$ cat config.mk
export PLATFORM = sky130hd
export DESIGN_NAME = rx_frame_ctrl_flat
export DESIGN_NICKNAME = d
export VERILOG_FILES = /design/src/rtl/rx_frame_pkg.sv /design/src/rtl/rx_frame_ctrl_if.sv /design/src/rtl/rx_frame_timer.sv /design/src/rtl/rx_frame_ctrl.sv /design/src/flat_wrapper.sv
export SDC_FILE = /design/constraint.sdc
export NUM_CORES = 1
export LEC_CHECK = 0
export BUFFER_PORTS_ARGS = -buffer_cell sky130_fd_sc_hd__buf_2
export CORE_ASPECT_RATIO = 0.75
export CORE_MARGIN = 2
export CORE_UTILIZATION = 58
export DETAILED_ROUTE_END_ITERATION = 8
export PLACE_DENSITY = 0.83
export SYNTH_ARGS = -nofsm -noshare
export SYNTH_HDL_FRONTEND = slang
export SYNTH_SLANG_ARGS = --single-unit
$ cat constraint.sdc
create_clock -name clock -period 3.02 [get_ports clock]
set_input_delay 0.151 -clock clock [delete_from_list [all_inputs] [get_ports clock]]
set_output_delay 0.151 -clock clock [all_outputs]
set_load 0.02 [all_outputs]
$ cat src/rtl/rx_frame_pkg.sv
// Shared constants for the UART frame controller: FSM state encodings and error codes.
package rx_frame_pkg;

  localparam logic [2:0] ST_IDLE     = 3'd0;
  localparam logic [2:0] ST_PAYLOAD  = 3'd1;
  localparam logic [2:0] ST_CHECKSUM = 3'd2;
  localparam logic [2:0] ST_READY    = 3'd3;
  localparam logic [2:0] ST_ERROR    = 3'd4;

  localparam logic [1:0] ERR_NONE     = 2'b00;
  localparam logic [1:0] ERR_PARITY   = 2'b01;
  localparam logic [1:0] ERR_CHECKSUM = 2'b10;
  localparam logic [1:0] ERR_TIMEOUT  = 2'b11;

endpackage

$ cat src/rtl/rx_frame_ctrl_if.sv
// Byte-in / frame-out bundle between the UART receiver, the frame controller and its consumer.
interface rx_frame_ctrl_if #(
  parameter int N_BITS  = 8,
  parameter int N_BYTES = 4
);
  logic                      byte_valid;
  logic [N_BITS-1:0]         byte_data;
  logic                      byte_parity_ok;
  logic                      frame_ack;
  logic                      frame_valid;
  logic [N_BYTES*N_BITS-1:0] frame_data;
  logic                      err;
  logic [1:0]                err_code;
  logic                      overrun;
  logic [2:0]                db_estado;

  modport master (
    output byte_valid, byte_data, byte_parity_ok, frame_ack,
    input  frame_valid, frame_data, err, err_code, overrun, db_estado
  );

  modport slave (
    input  byte_valid, byte_data, byte_parity_ok, frame_ack,
    output frame_valid, frame_data, err, err_code, overrun, db_estado
  );
endinterface

$ cat src/rtl/rx_frame_timer.sv
// Clearable, enabled inter-byte idle counter; tc_o flags the last allowed idle cycle.
module rx_frame_timer #(
  parameter int TIMEOUT_CYCLES = 114_576,
  localparam int W = (TIMEOUT_CYCLES > 2) ? $clog2(TIMEOUT_CYCLES) : 1
) (
  input  logic clock,
  input  logic reset,
  input  logic clr_i,
  input  logic en_i,
  output logic tc_o
);
  logic [W-1:0] cnt_q, cnt_d;

  always_comb begin
    cnt_d = cnt_q;
    if (clr_i)     cnt_d = '0;
    else if (en_i) cnt_d = cnt_q + 1'b1;
  end

  always_ff @(posedge clock or posedge reset) begin
    if (reset) cnt_q <= '0;
    else       cnt_q <= cnt_d;
  end

  assign tc_o = en_i && (cnt_q == W'(TIMEOUT_CYCLES - 1));
endmodule

$ cat src/rtl/rx_frame_ctrl.sv
// Frame assembler behind the UART receiver: header hunt, fixed payload, XOR checksum,
// valid/ack hand-off of the completed frame plus parity/checksum/timeout/overrun reporting.
module rx_frame_ctrl
  import rx_frame_pkg::*;
#(
  parameter int          N_BITS         = 8,
  parameter int          N_BYTES        = 4,
  parameter logic [7:0]  HEADER         = 8'hAA,
  parameter int          TIMEOUT_CYCLES = 114_576
) (
  input  logic           clock,
  input  logic           reset,
  rx_frame_ctrl_if.slave bus
);
  localparam int IW = (N_BYTES > 1) ? $clog2(N_BYTES) : 1;

  logic [2:0]                         state_q, state_d;
  logic [IW-1:0]                      idx_q, idx_d;
  logic [N_BITS-1:0]                  acc_q, acc_d;
  logic [N_BYTES-1:0][N_BITS-1:0]     buf_q, buf_d;
  logic [N_BYTES-1:0][N_BITS-1:0]     frame_q, frame_d;
  logic [1:0]                         err_code_q, err_code_d;
  logic                               overrun_q, overrun_d;
  logic                               err_q, frame_valid_q;
  logic                               in_frame, tc, is_header;

  assign in_frame  = (state_q == ST_PAYLOAD) || (state_q == ST_CHECKSUM);
  assign is_header = bus.byte_parity_ok && (bus.byte_data == N_BITS'(HEADER));

  // Idle timer restarts on every byte and sits at zero outside a frame.
  rx_frame_timer #(.TIMEOUT_CYCLES(TIMEOUT_CYCLES)) u_timer (
    .clock (clock),
    .reset (reset),
    .clr_i (bus.byte_valid || !in_frame),
    .en_i  (in_frame),
    .tc_o  (tc)
  );

  always_comb begin
    state_d    = state_q;
    idx_d      = idx_q;
    acc_d      = acc_q;
    buf_d      = buf_q;
    frame_d    = frame_q;
    err_code_d = err_code_q;
    overrun_d  = 1'b0;
    case (state_q)
      ST_IDLE: begin
        if (bus.byte_valid && is_header) begin
          state_d = ST_PAYLOAD;
          idx_d   = '0;
          acc_d   = '0;
        end
      end
      ST_PAYLOAD: begin
        if (bus.byte_valid) begin
          if (!bus.byte_parity_ok) begin
            state_d    = ST_ERROR;
            err_code_d = ERR_PARITY;
          end else begin
            buf_d[idx_q] = bus.byte_data;
            acc_d        = acc_q ^ bus.byte_data;
            if (idx_q == IW'(N_BYTES - 1)) state_d = ST_CHECKSUM;
            else                           idx_d   = idx_q + 1'b1;
          end
        end else if (tc) begin
          state_d    = ST_ERROR;
          err_code_d = ERR_TIMEOUT;
        end
      end
      ST_CHECKSUM: begin
        if (bus.byte_valid) begin
          if (!bus.byte_parity_ok) begin
            state_d    = ST_ERROR;
            err_code_d = ERR_PARITY;
          end else if (bus.byte_data == acc_q) begin
            state_d = ST_READY;
            frame_d = buf_q;
          end else begin
            state_d    = ST_ERROR;
            err_code_d = ERR_CHECKSUM;
          end
        end else if (tc) begin
          state_d    = ST_ERROR;
          err_code_d = ERR_TIMEOUT;
        end
      end
      ST_READY: begin
        // An ack frees the slot this cycle, so a coincident byte is judged as if idle.
        if (bus.frame_ack) begin
          state_d = ST_IDLE;
          if (bus.byte_valid && is_header) begin
            state_d = ST_PAYLOAD;
            idx_d   = '0;
            acc_d   = '0;
          end
        end else if (bus.byte_valid) begin
          overrun_d = 1'b1;
        end
      end
      default: state_d = ST_IDLE;
    endcase
  end

  always_ff @(posedge clock or posedge reset) begin
    if (reset) begin
      state_q       <= ST_IDLE;
      idx_q         <= '0;
      acc_q         <= '0;
      buf_q         <= '0;
      frame_q       <= '0;
      err_code_q    <= ERR_NONE;
      overrun_q     <= 1'b0;
      err_q         <= 1'b0;
      frame_valid_q <= 1'b0;
    end else begin
      state_q       <= state_d;
      idx_q         <= idx_d;
      acc_q         <= acc_d;
      buf_q         <= buf_d;
      frame_q       <= frame_d;
      err_code_q    <= err_code_d;
      overrun_q     <= overrun_d;
      err_q         <= (state_d == ST_ERROR);
      frame_valid_q <= (state_d == ST_READY);
    end
  end

  assign bus.frame_valid = frame_valid_q;
  assign bus.frame_data  = frame_q;
  assign bus.err         = err_q;
  assign bus.err_code    = err_code_q;
  assign bus.overrun     = overrun_q;
  assign bus.db_estado   = state_q;
endmodule

$ cat src/flat_wrapper.sv
// flat-port wrapper written by rule: the top's interface ports become plain ports
module rx_frame_ctrl_flat import rx_frame_pkg::*;
#(
  parameter int          N_BITS         = 8,
  parameter int          N_BYTES        = 4,
  parameter logic [7:0]  HEADER         = 8'hAA,
  parameter int          TIMEOUT_CYCLES = 114_576
)
  (clock, reset, bus_byte_valid, bus_byte_data, bus_byte_parity_ok, bus_frame_ack, bus_frame_valid, bus_frame_data, bus_err, bus_err_code, bus_overrun, bus_db_estado);
  rx_frame_ctrl_if #(.N_BITS(N_BITS), .N_BYTES(N_BYTES)) bus_i ();
  input  logic clock;
  input  logic reset;
  input wire logic [$bits(bus_i.byte_valid)-1:0] bus_byte_valid;
  input wire logic [$bits(bus_i.byte_data)-1:0] bus_byte_data;
  input wire logic [$bits(bus_i.byte_parity_ok)-1:0] bus_byte_parity_ok;
  input wire logic [$bits(bus_i.frame_ack)-1:0] bus_frame_ack;
  output wire logic [$bits(bus_i.frame_valid)-1:0] bus_frame_valid;
  output wire logic [$bits(bus_i.frame_data)-1:0] bus_frame_data;
  output wire logic [$bits(bus_i.err)-1:0] bus_err;
  output wire logic [$bits(bus_i.err_code)-1:0] bus_err_code;
  output wire logic [$bits(bus_i.overrun)-1:0] bus_overrun;
  output wire logic [$bits(bus_i.db_estado)-1:0] bus_db_estado;
  assign bus_i.byte_valid = bus_byte_valid;
  assign bus_i.byte_data = bus_byte_data;
  assign bus_i.byte_parity_ok = bus_byte_parity_ok;
  assign bus_i.frame_ack = bus_frame_ack;
  assign bus_frame_valid = bus_i.frame_valid;
  assign bus_frame_data = bus_i.frame_data;
  assign bus_err = bus_i.err;
  assign bus_err_code = bus_i.err_code;
  assign bus_overrun = bus_i.overrun;
  assign bus_db_estado = bus_i.db_estado;
  rx_frame_ctrl #(.N_BITS(N_BITS), .N_BYTES(N_BYTES), .HEADER(HEADER), .TIMEOUT_CYCLES(TIMEOUT_CYCLES)) u_core (.clock(clock), .reset(reset), .bus(bus_i));
endmodule
==> Word level (Yosys, flattened, before mapping) <==
Index checks and enable logic that the tools add are counted.
{ "op_classes": {"n_mux": 37, "n_reduce_logical": 16, "n_eq_ne": 15, "n_lt_le_gt_ge": 2, "bitwise_logic": 1, "n_addsub": 2} }
{ "ops": {"columns": ["cell", "n"], "rows": [
  ["8-bit 2-to-1 mux", 5],
  ["17-bit 2-to-1 mux", 2],
  ["32-bit bitwise mux", 1],
  ["3-bit 2-to-1 mux", 9],
  ["8-bit one-hot mux with 3 select lines", 1],
  ["2-bit 2-to-1 mux", 11],
  ["17-bit by 1-bit adder with 17-bit output (second input constant)", 1],
  ["17-bit == test (second input constant)", 1],
  ["8-bit demux with 2-bit select", 1],
  ["3-bit one-hot mux with 4 select lines", 1],
  ["3-bit by 2-bit == test with 1-bit output (second input constant)", 3],
  ["8-bit == test", 1],
  ["8-bit == test (second input constant)", 1],
  ["2-bit != test (second input constant)", 4],
  ["4-bit AND reduction", 2],
  ["8-bit XOR", 1],
  ["2-bit one-hot mux with 3 select lines", 1],
  ["3-bit AND reduction", 2],
  ["5-bit AND reduction", 1],
  ["1-bit logical AND", 4],
  ["1-bit 2-to-1 mux", 4],
  ["4-bit != test (second input constant)", 1],
  ["2-bit one-hot mux with 2 select lines", 1],
  ["2-bit nonzero test", 2],
  ["11 further kinds", 12]
]} }
{ "totals": {"regBits": 99, "elab_cells": 89, "out_inout_bits": 40, "input_bits": 13} }

==> Longest topological paths before layout <==
Gate-level depths: netlist (run 1).
{ "logic_depth": {"word_depth": 7, "depth_mapped": 8, "ltp_nobuf": 6} }

==> Modules after synthesis <==
From an unflattened synthesis (run 1), not the netlist that was laid out.
{ "hier_totals": {"hier_cells": 363, "hier_area_um2": 4434.3} }
{ "by_module_without_submodules": {"columns": ["mod", "instances", "seq_area_each_um2", "cells_per_inst", "area_each_um2"], "rows": [
  ["rx_frame_ctrl", 1, 2052.0, 269, 3513.4],
  ["rx_frame_timer", 1, 425.4, 94, 920.9]
]} }

==> Worst setup path before layout (run 1) <==
OpenSTA, ideal clock, no wires.
{ "synth_timing": {"path_kind": "register to register", "from": "register u_core.u_timer.cnt_q[5]", "to": "register u_core.frame_valid_q (netlist: u_core.bus.frame_valid)", "required_time_ps": 2879, "setup_ps": 141, "path_stages_with_launch": 6, "arrival_time_ps": 1867, "path_slack_ps": 1012, "period_less_slack_ps": 2008, "n_path_buf": 0, "cell_sequence": "dfrtp_1 > or4b_1 > or4_4 > a211o_1 > nand3_2 > a222oi_1"} }
{ "synth_between": {"elab_chain_cells": 6, "elab_cells_between_ends": 7, "classes_between": "eq/ne: 2; mux: 4; reduce/logical: 1"} }
{ "synth_lines": {"columns": ["item", "line", "source"], "rows": [
  ["start, declared", "rx_frame_timer.sv:12", "logic [W-1:0] cnt_q, cnt_d;"],
  ["start signal, assigned", "rx_frame_timer.sv:22", "else cnt_q <= cnt_d;"],
  ["17-bit == test (*)", "rx_frame_timer.sv:25", "assign tc_o = en_i && (cnt_q == W'(TIMEOUT_CYCLES - 1));"],
  ["1-bit logical AND (*)", "rx_frame_timer.sv:25", null],
  ["3-bit 2-to-1 mux (*)", "rx_frame_ctrl.sv:66, rx_frame_ctrl.sv:83", null],
  ["3-bit 2-to-1 mux (on tied branches)", "rx_frame_ctrl.sv:72, rx_frame_ctrl.sv:56", null],
  ["3-bit one-hot mux with 4 select lines (*)", "rx_frame_ctrl.sv:47", "case (state_q)"],
  ["3-bit by 2-bit == test with 1-bit output (*)", "rx_frame_ctrl.sv:125", "frame_valid_q <= (state_d == ST_READY);"],
  ["end signal, assigned", "rx_frame_ctrl.sv:125", null],
  ["end, declared", "rx_frame_ctrl.sv:24", "logic err_q, frame_valid_q;"]
]} }
Every way passes the cells marked *; elsewhere a longest branch is shown, timed or not.
A chain may end at the register's enable or synchronous reset.

==> Worst setup path in the final report (run 1) <==
{ "layout_timing": {"from": "register u_core.state_q[1] (netlist: u_core.bus.db_estado[1])", "to": "register u_core.frame_valid_q (netlist: u_core.bus.frame_valid)"} }
{ "layout_between": {"elab_chain_cells": 7, "elab_cells_between_ends": 15, "classes_between": "eq/ne: 4; mux: 8; reduce/logical: 3"} }
{ "layout_lines": {"columns": ["item", "line", "source"], "rows": [
  ["start, declared", "rx_frame_ctrl.sv:17", "logic [2:0] state_q, state_d;"],
  ["start signal, assigned", "rx_frame_ctrl.sv:117", "state_q <= state_d;"],
  ["3-bit by 1-bit == test with 1-bit output or 3-bit by 2-bit == test with 1-bit output (tied branches)", "rx_frame_ctrl.sv:27, rx_frame_ctrl.sv:47", null],
  ["1-bit logical OR", "rx_frame_ctrl.sv:27", "assign in_frame = (state_q == ST_PAYLOAD) || (state_q == ST_CHECKSUM);"],
  ["1-bit logical AND", "rx_frame_timer.sv:25", null],
  ["3-bit 2-to-1 mux", "rx_frame_ctrl.sv:66, rx_frame_ctrl.sv:83", null],
  ["3-bit 2-to-1 mux (on tied branches)", "rx_frame_ctrl.sv:72, rx_frame_ctrl.sv:56", null],
  ["3-bit one-hot mux with 4 select lines (*)", "rx_frame_ctrl.sv:47", null],
  ["3-bit by 2-bit == test with 1-bit output (*)", "rx_frame_ctrl.sv:125", null]
]} }
Marked as above.

==> flow_metrics.env, run 1 <==
export IMPL_synthFlopType="dfrtp_1"
export IMPL_wire_per_inst_um=16.77
export IMPL_routed_via_density=5.575
export IMPL_antenna_left=0
export IMPL_cts_root_buf="clkbuf_8"
export IMPL_netlist_top_cells_area="dfrtp_1, mux2_4, mux2_2, xnor2_1, nor2_1"
export IMPL_required_ps=3270
export IMPL_ir_worst_vdd_uv=253.8
export IMPL_yosys_warnings=0
export IMPL_seqCellArea_um2=2477
export IMPL_grt_pass1_wl_mm=14.45
export IMPL_cp_slowest_stage_delay_ps=690
export IMPL_crit_fanout=33
export IMPL_rr_worst_depth=5
export IMPL_postSynthAreaPerCell_um2=12.65
export IMPL_skew_ps=15.58
export IMPL_setup_worst_path_end="u_core.bus.frame_valid$_DFF_PP0_"
export IMPL_antenna_found_initial=0
export IMPL_synth_top_area_share_pct=55.77
export IMPL_cp_startpoint="u_core.bus.db_estado[1]$_DFF_PP0_"
export IMPL_grt_util_all_layers_pct=22.39
export IMPL_startpoint_type="flip-flop"
export IMPL_pre_cts_slack_ps=605.2
export IMPL_syn_nets=369
export IMPL_initial_core_util_pct=60.04
export IMPL_htreeDepth=3
export IMPL_clock_fmax_mhz=409.1
export IMPL_core_um2=7398
export IMPL_rows=27
export IMPL_drc=0
export IMPL_num_vias=2871
export IMPL_dp_hpwl_mm=5.811
export IMPL_path_clk_slew_ps=100
export IMPL_critical_path_class="flip-flop to flip-flop"
export IMPL_p_leak_nw=2.646
export IMPL_final_hold_violation_count=0
export IMPL_port_buffers=52
export IMPL_ys_seq_area_share_pct=55.77
export IMPL_die_w_um=105.1
export IMPL_clock_sinks=99
export IMPL_grt_max_degree=48
export IMPL_tightest_slew_ps=617.9
export IMPL_r2r_slack_ps=580
export IMPL_io_pins=53
export IMPL_worst_slack_ps=575.4
export IMPL_clk_path_buf_depth=2
export IMPL_grt_pass1_vias=2819
export IMPL_setup_viol=0
export IMPL_synthesis_area_um2=4442
export IMPL_syn2layout_area_growth_pct=12.56
export IMPL_clkLatencyLatePin_ps=370
export IMPL_power_density_nw_per_um2=456.4
export IMPL_setup_tns_ps=0
export IMPL_place_congestion=0.7532
export IMPL_dieArea_um2=8381
export IMPL_grt_overflow=0
export IMPL_cts_tree="yes"
export IMPL_num_antenna_cells=0
export IMPL_fin_crit_ps=2445
export IMPL_drtPass1Iterations=4
export IMPL_critPathSlowestCell="or4_2"
export IMPL_synth_edf_count=0
export IMPL_final_nets=427
export IMPL_slew_headroom_pct=58.81
export IMPL_crit_chain="nand2b_1, or4_2, buf_4, o41a_1, a222oi_1"
export IMPL_post_cts_setup_buffers=0
export IMPL_synth_top_area_cell="dfrtp_1"
export IMPL_postSynthCellCount=351
export IMPL_maxSlewViolCount=0
export IMPL_multiInputGateArea_um2=1836
export IMPL_cp_end_kind="flip-flop"
export IMPL_status="completed"
export IMPL_rsz0062_at_grt="false"
export IMPL_r2r_start="u_core.bus.db_estado[1]$_DFF_PP0_"
export IMPL_drv_cap=0
export IMPL_wl_mm=8.639
export IMPL_cts_buffers=9
export IMPL_ys_ff_latch=99
export IMPL_ys_types=45
export IMPL_drive_above_1_share_pct=35.02
export IMPL_fillerInstances=528
export IMPL_worstPathArrival_ps=2700
export IMPL_synthArstFlopShare_pct=100.0
export IMPL_r2r_end="u_core.bus.frame_valid$_DFF_PP0_"
export IMPL_drtIter0Drc=140
export IMPL_hp_class="input pin to flip-flop"
export IMPL_die_height_um=79.79
export IMPL_finalCritPeriodShare_pct=80.95
[layer usage]
metal | track usage [%] | wire length (µm)
met5 | 0 | 0
met4 | 6.133 | 72
met3 | 5.224 | 383
met2 | 35.84 | 4015
met1 | 31.10 | 4168
[worst min-delay path by stage]
stage	start	endpoint	slack, ps	cells past startpoint
after CTS	bus_byte_valid	u_core.bus.overrun$_DFF_PP0_	100	2
final	bus_byte_valid	u_core.bus.overrun$_DFF_PP0_	130	2
after floorplan	bus_byte_data[0]	u_core.buf_q[0]$_DFFE_PP0P_	300	1
after global placement	reset	u_core.u_timer.cnt_q[1]$_DFFE_PP0P_	260	2
after global routing	bus_byte_valid	u_core.bus.overrun$_DFF_PP0_	140	2
after detailed placement	reset	u_core.u_timer.cnt_q[1]$_DFFE_PP0P_	260	2
[layout make-up]
type	count	area share [%]
sequential	99	49.55
multi-input combinational	224	36.71
timing repair buffer	57	6.006
tap	101	2.528
clock buffer	9	2.477
inverter	18	1.401
clock inverter	7	1.326
[where the power goes]
group	switching (mW)	leakage (nW)	total (mW)	internal, mW
logic	0.0746	1.21	0.110	0.0353
clock network	0.498	0.0991	0.822	0.325
registers	0.0120	1.33	1.35	1.34
total	0.584	2.65	2.28	1.70
[state kept, by name, summed over array words and instances (netlist names)]
signal and flops:
u_core.bus.err_code 2, u_core.bus.db_estado 3, u_core.idx_q 2, u_core.bus.err 1, u_core.bus.frame_data 32, u_core.buf_q 32, u_core.bus.frame_valid 1, u_core.bus.overrun 1
u_core.u_timer.cnt_q 17, u_core.acc_q 8
[cells in the mapped netlist (all sizes together) (4+ instances only)]
master  count
dfrtp      99
mux2       64
nor2       33
inv        18
a21oi      15
xnor2      15
nand2      12
and3       11
o21ai      10
nand4       8
xor2        8
nand3       7
buf         5
clkbuf      5
ha          5
nor2b       4
[through the flow]
step | hold slack (ps) | utilization [%] | instance area (µm²) | total power, mW | std cells
CTS | 103.5 | 67.58 | 5000 | 2.304 | 515
floorplan | 301.6 | - | 4442 | 1.439 | 351
global placement | 262.8 | 64.87 | 4800 | 1.480 | 498
detailed placement | 261.0 | 64.87 | 4800 | 1.486 | 498
global route | 137.2 | 67.58 | 5000 | 2.371 | 515
finish | 129.9 | 67.58 | 5000 | 2.282 | 515
[cell families (layout without fill, tap and decap cells)]
group | Yosys count | in the layout | synth area share [%]
mux | 64 | 64 | 18.76
xor+xnor | 23 | 23 | 4.535
simple gates | 92 | 92 | 10.85
flops | 99 | 99 | 55.77
compound gates | 40 | 40 | 5.747
buf+inv | 28 | 91 | 2.929
fa+ha+maj | 5 | 5 | 1.408
[what timing repair did]
| action | in CTS | in global routing |
|---|---|---|
| hold buffers | 1 | 0 |
| endpoints found under the hold margin | 45 | 0 |
| resized for setup | 0 | 0 |
[critical path, delay by kind of cell, from the launching register on]
family	cells	cell delay [ps]
flip-flops	1	550
AO/OA/AOI/OAI	2	540
buffers and inverters	1	330
AND/OR/NAND/NOR	2	900
[layout by cell type, fill, tap and decap left out, drive strengths merged, types with 2 or more instances in the layout]
cell    netlist  routed
a21oi        15      15
a31o          2       2
and2          2       2
and3         11      11
buf           5      56
clkbuf        5       9
dfrtp        99      99
ha            5       5
inv          18      24
mux2         64      64
nand2        12      12
nand2b        2       2
nand3         7       7
nand4         8       8
nor2         33      33
nor2b         4       4
nor3          3       3
nor4bb        2       2
o21a          2       2
o21ai        10      10
o31a          2       2
or4           2       2
xnor2        15      15
xor2          8       8
(Power assumes the default switching activity.)
==> inputs of run 2 (changes only) <==
Clock period 3.02 ns to 2.3 ns, I/O delays scaled along.
==> flow_metrics.env, run 2 (synthesis results as in run 1) <==
export IMPL_status="completed"
export IMPL_cts_buffers=9
export IMPL_setup_viol=0
export IMPL_required_ps=2560
export IMPL_dp_cells=504
export IMPL_grt_pass1_wl_mm=14.50
export IMPL_die_height_um=79.79
export IMPL_holdBufCountCts=1
export IMPL_routed_via_density=5.626
export IMPL_dp_hpwl_mm=6.140
export IMPL_finalCritPeriodShare_pct=94.21
export IMPL_wire_per_inst_um=16.88
export IMPL_power_density_nw_per_um2=585.0
export IMPL_cts_tree="yes"
export IMPL_rsz0062_at_grt="false"
export IMPL_antenna_left=0
export IMPL_antenna_found_initial=0
export IMPL_clk_path_buf_depth=2
export IMPL_ir_worst_vdd_uv=275.5
export IMPL_maxSlewViolCount=0
export IMPL_skew_ps=10.15
export IMPL_worstPathArrival_ps=2430
export IMPL_critPathSlowestCell="or4_2"
export IMPL_netSwitchingFraction_pct=25.07
export IMPL_drtIter0Drc=145
export IMPL_cts_root_buf="clkbuf_8"
export IMPL_hp_class="input pin to flip-flop"
export IMPL_num_antenna_cells=0
export IMPL_path_clk_slew_ps=90
export IMPL_clkLatencyLatePin_ps=370
export IMPL_cp_slowest_stage_delay_ps=700
export IMPL_io_pins=53
export IMPL_final_cell_mix="dfrtp_1, buf_2, mux2_2"
export IMPL_clock_fmax_mhz=461.5
export IMPL_p_leak_nw=2.663
export IMPL_post_cts_setup_buffers=0
export IMPL_r2r_start="u_core.acc_q[2]$_DFFE_PP0P_"
export IMPL_fin_crit_ps=2167
export IMPL_rows=27
export IMPL_crit_fanout=17
export IMPL_syn2layout_area_growth_pct=13.72
export IMPL_startpoint_type="flip-flop"
export IMPL_place_congestion=0.7795
export IMPL_hold_end="u_core.bus.overrun$_DFF_PP0_"
export IMPL_initial_core_util_pct=60.04
export IMPL_dieArea_um2=8381
export IMPL_port_buffers=52
export IMPL_wl_mm=8.792
export IMPL_critical_path_class="flip-flop to flip-flop"
export IMPL_p_int_mw=2.214
export IMPL_core_um2=7398
export IMPL_hold_depth=2
export IMPL_clock_sinks=99
export IMPL_rr_worst_depth=5
export IMPL_drive_above_1_share_pct=35.95
export IMPL_min_from="bus_byte_valid"
export IMPL_cp_startpoint="u_core.acc_q[2]$_DFFE_PP0P_"
export IMPL_slew_headroom_pct=63.37
export IMPL_r2r_end="u_core.bus.frame_data[29]$_DFFE_PP0P_"
export IMPL_cts_resized=0
export IMPL_clockPowerShare_pct=35.0
export IMPL_r2r_slack_ps=130
export IMPL_crit_chain="xnor2_1, nand4_1, or4_2, buf_4, mux2_4"
export IMPL_fin_util_pct=68.27
export IMPL_cp_end_kind="flip-flop"
export IMPL_grt_overflow=0
export IMPL_grt_pass1_vias=2932
export IMPL_tightest_slew_ps=548.3
export IMPL_htreeDepth=3
export IMPL_final_common_cell="dfrtp_1"
export IMPL_final_hold_violation_count=0
export IMPL_grt_max_degree=100
export IMPL_num_vias=2931
export IMPL_p_sw_mw=0.7409
export IMPL_seqPwrFrac_pct=60.0
export IMPL_grt_util_all_layers_pct=22.75
export IMPL_final_nets=433
export IMPL_drtPass1Iterations=5
export IMPL_fin_cells=521
export IMPL_p_comb_share_pct=5.0
export IMPL_die_w_um=105.1
export IMPL_drc=0
export IMPL_setup_tns_ps=0
export IMPL_drv_cap=0
==> run 2: changes by cell type in the layout (fill, tap and decap cells not counted), sizes merged <==
cell	previous run	this run
buf	56	62
inv	24	20
clkinvlp	0	3
clkinv	1	2
==> run 2: worst max-delay path, delay by kind of cell, from the launching register on <==
family	cells	cell delay [ps]
buf+inv	1	270
flops	1	420
xor+xnor	1	190
mux	1	330
simple gates	2	840
==> run 2: metrics by stage <==
stage / hold WS, ps / power (mW) / cell area, µm² / worst slack, ps
floorplan: 265.6 / 1.889 / 4446 / 292.2
global placement: 299.9 / 1.947 / 4858 / 241.2
detailed placement: 305.9 / 1.954 / 4858 / 208.9
CTS: 75.83 / 2.988 / 5051 / 170.1
global route: 100.9 / 3.066 / 5051 / 80.79
finish: 101.7 / 2.955 / 5051 / 133.2
==> run 2: worst max-delay path by stage <==
stage,to,slack [ps],cells after the start
2_1_floorplan,u_core.bus.frame_valid$_DFF_PP0_,290,5
3_3_place_gp,u_core.bus.frame_data[28]$_DFFE_PP0P_,240,5
3_5_place_dp,u_core.bus.frame_valid$_DFF_PP0_,210,5
4_1_cts,u_core.bus.frame_data[29]$_DFFE_PP0P_,170,5
5_1_grt,u_core.bus.frame_data[30]$_DFFE_PP0P_,80,5
6_report,u_core.bus.frame_data[29]$_DFFE_PP0P_,130,5
==> run 2: metal layers <==
layer | part of all wire [%] | GRT usage [%] | vias to the layer above
met2 | 48 | 36.17 | 86
met3 | 4.2 | 5.388 | 18
li1 | - | - | 1348
met1 | 46 | 30.64 | 1479
met5 | 0 | 0 | -
met4 | 2.0 | 8.933 | 0
==> run 2: final cells by class <==
class	count	area [µm²]
Multi-Input combinational cell	224	1836
Sequential cell	99	2477
Clock inverter	7	58.81
Tap cell	101	126.4
Clock buffer	9	123.9
Inverter	18	71.32
Fill cell	521	2347
Timing Repair Buffer	63	357.8
==> run 2: power groups by stage <==
stage | logic [mW] | registers, mW | clock network [mW]
global placement | 0.143 | 1.80 | 0
floorplan | 0.0839 | 1.81 | 0
global route | 0.166 | 1.77 | 1.13
CTS | 0.150 | 1.77 | 1.07
finish | 0.148 | 1.77 | 1.03
detailed placement | 0.148 | 1.81 | 0
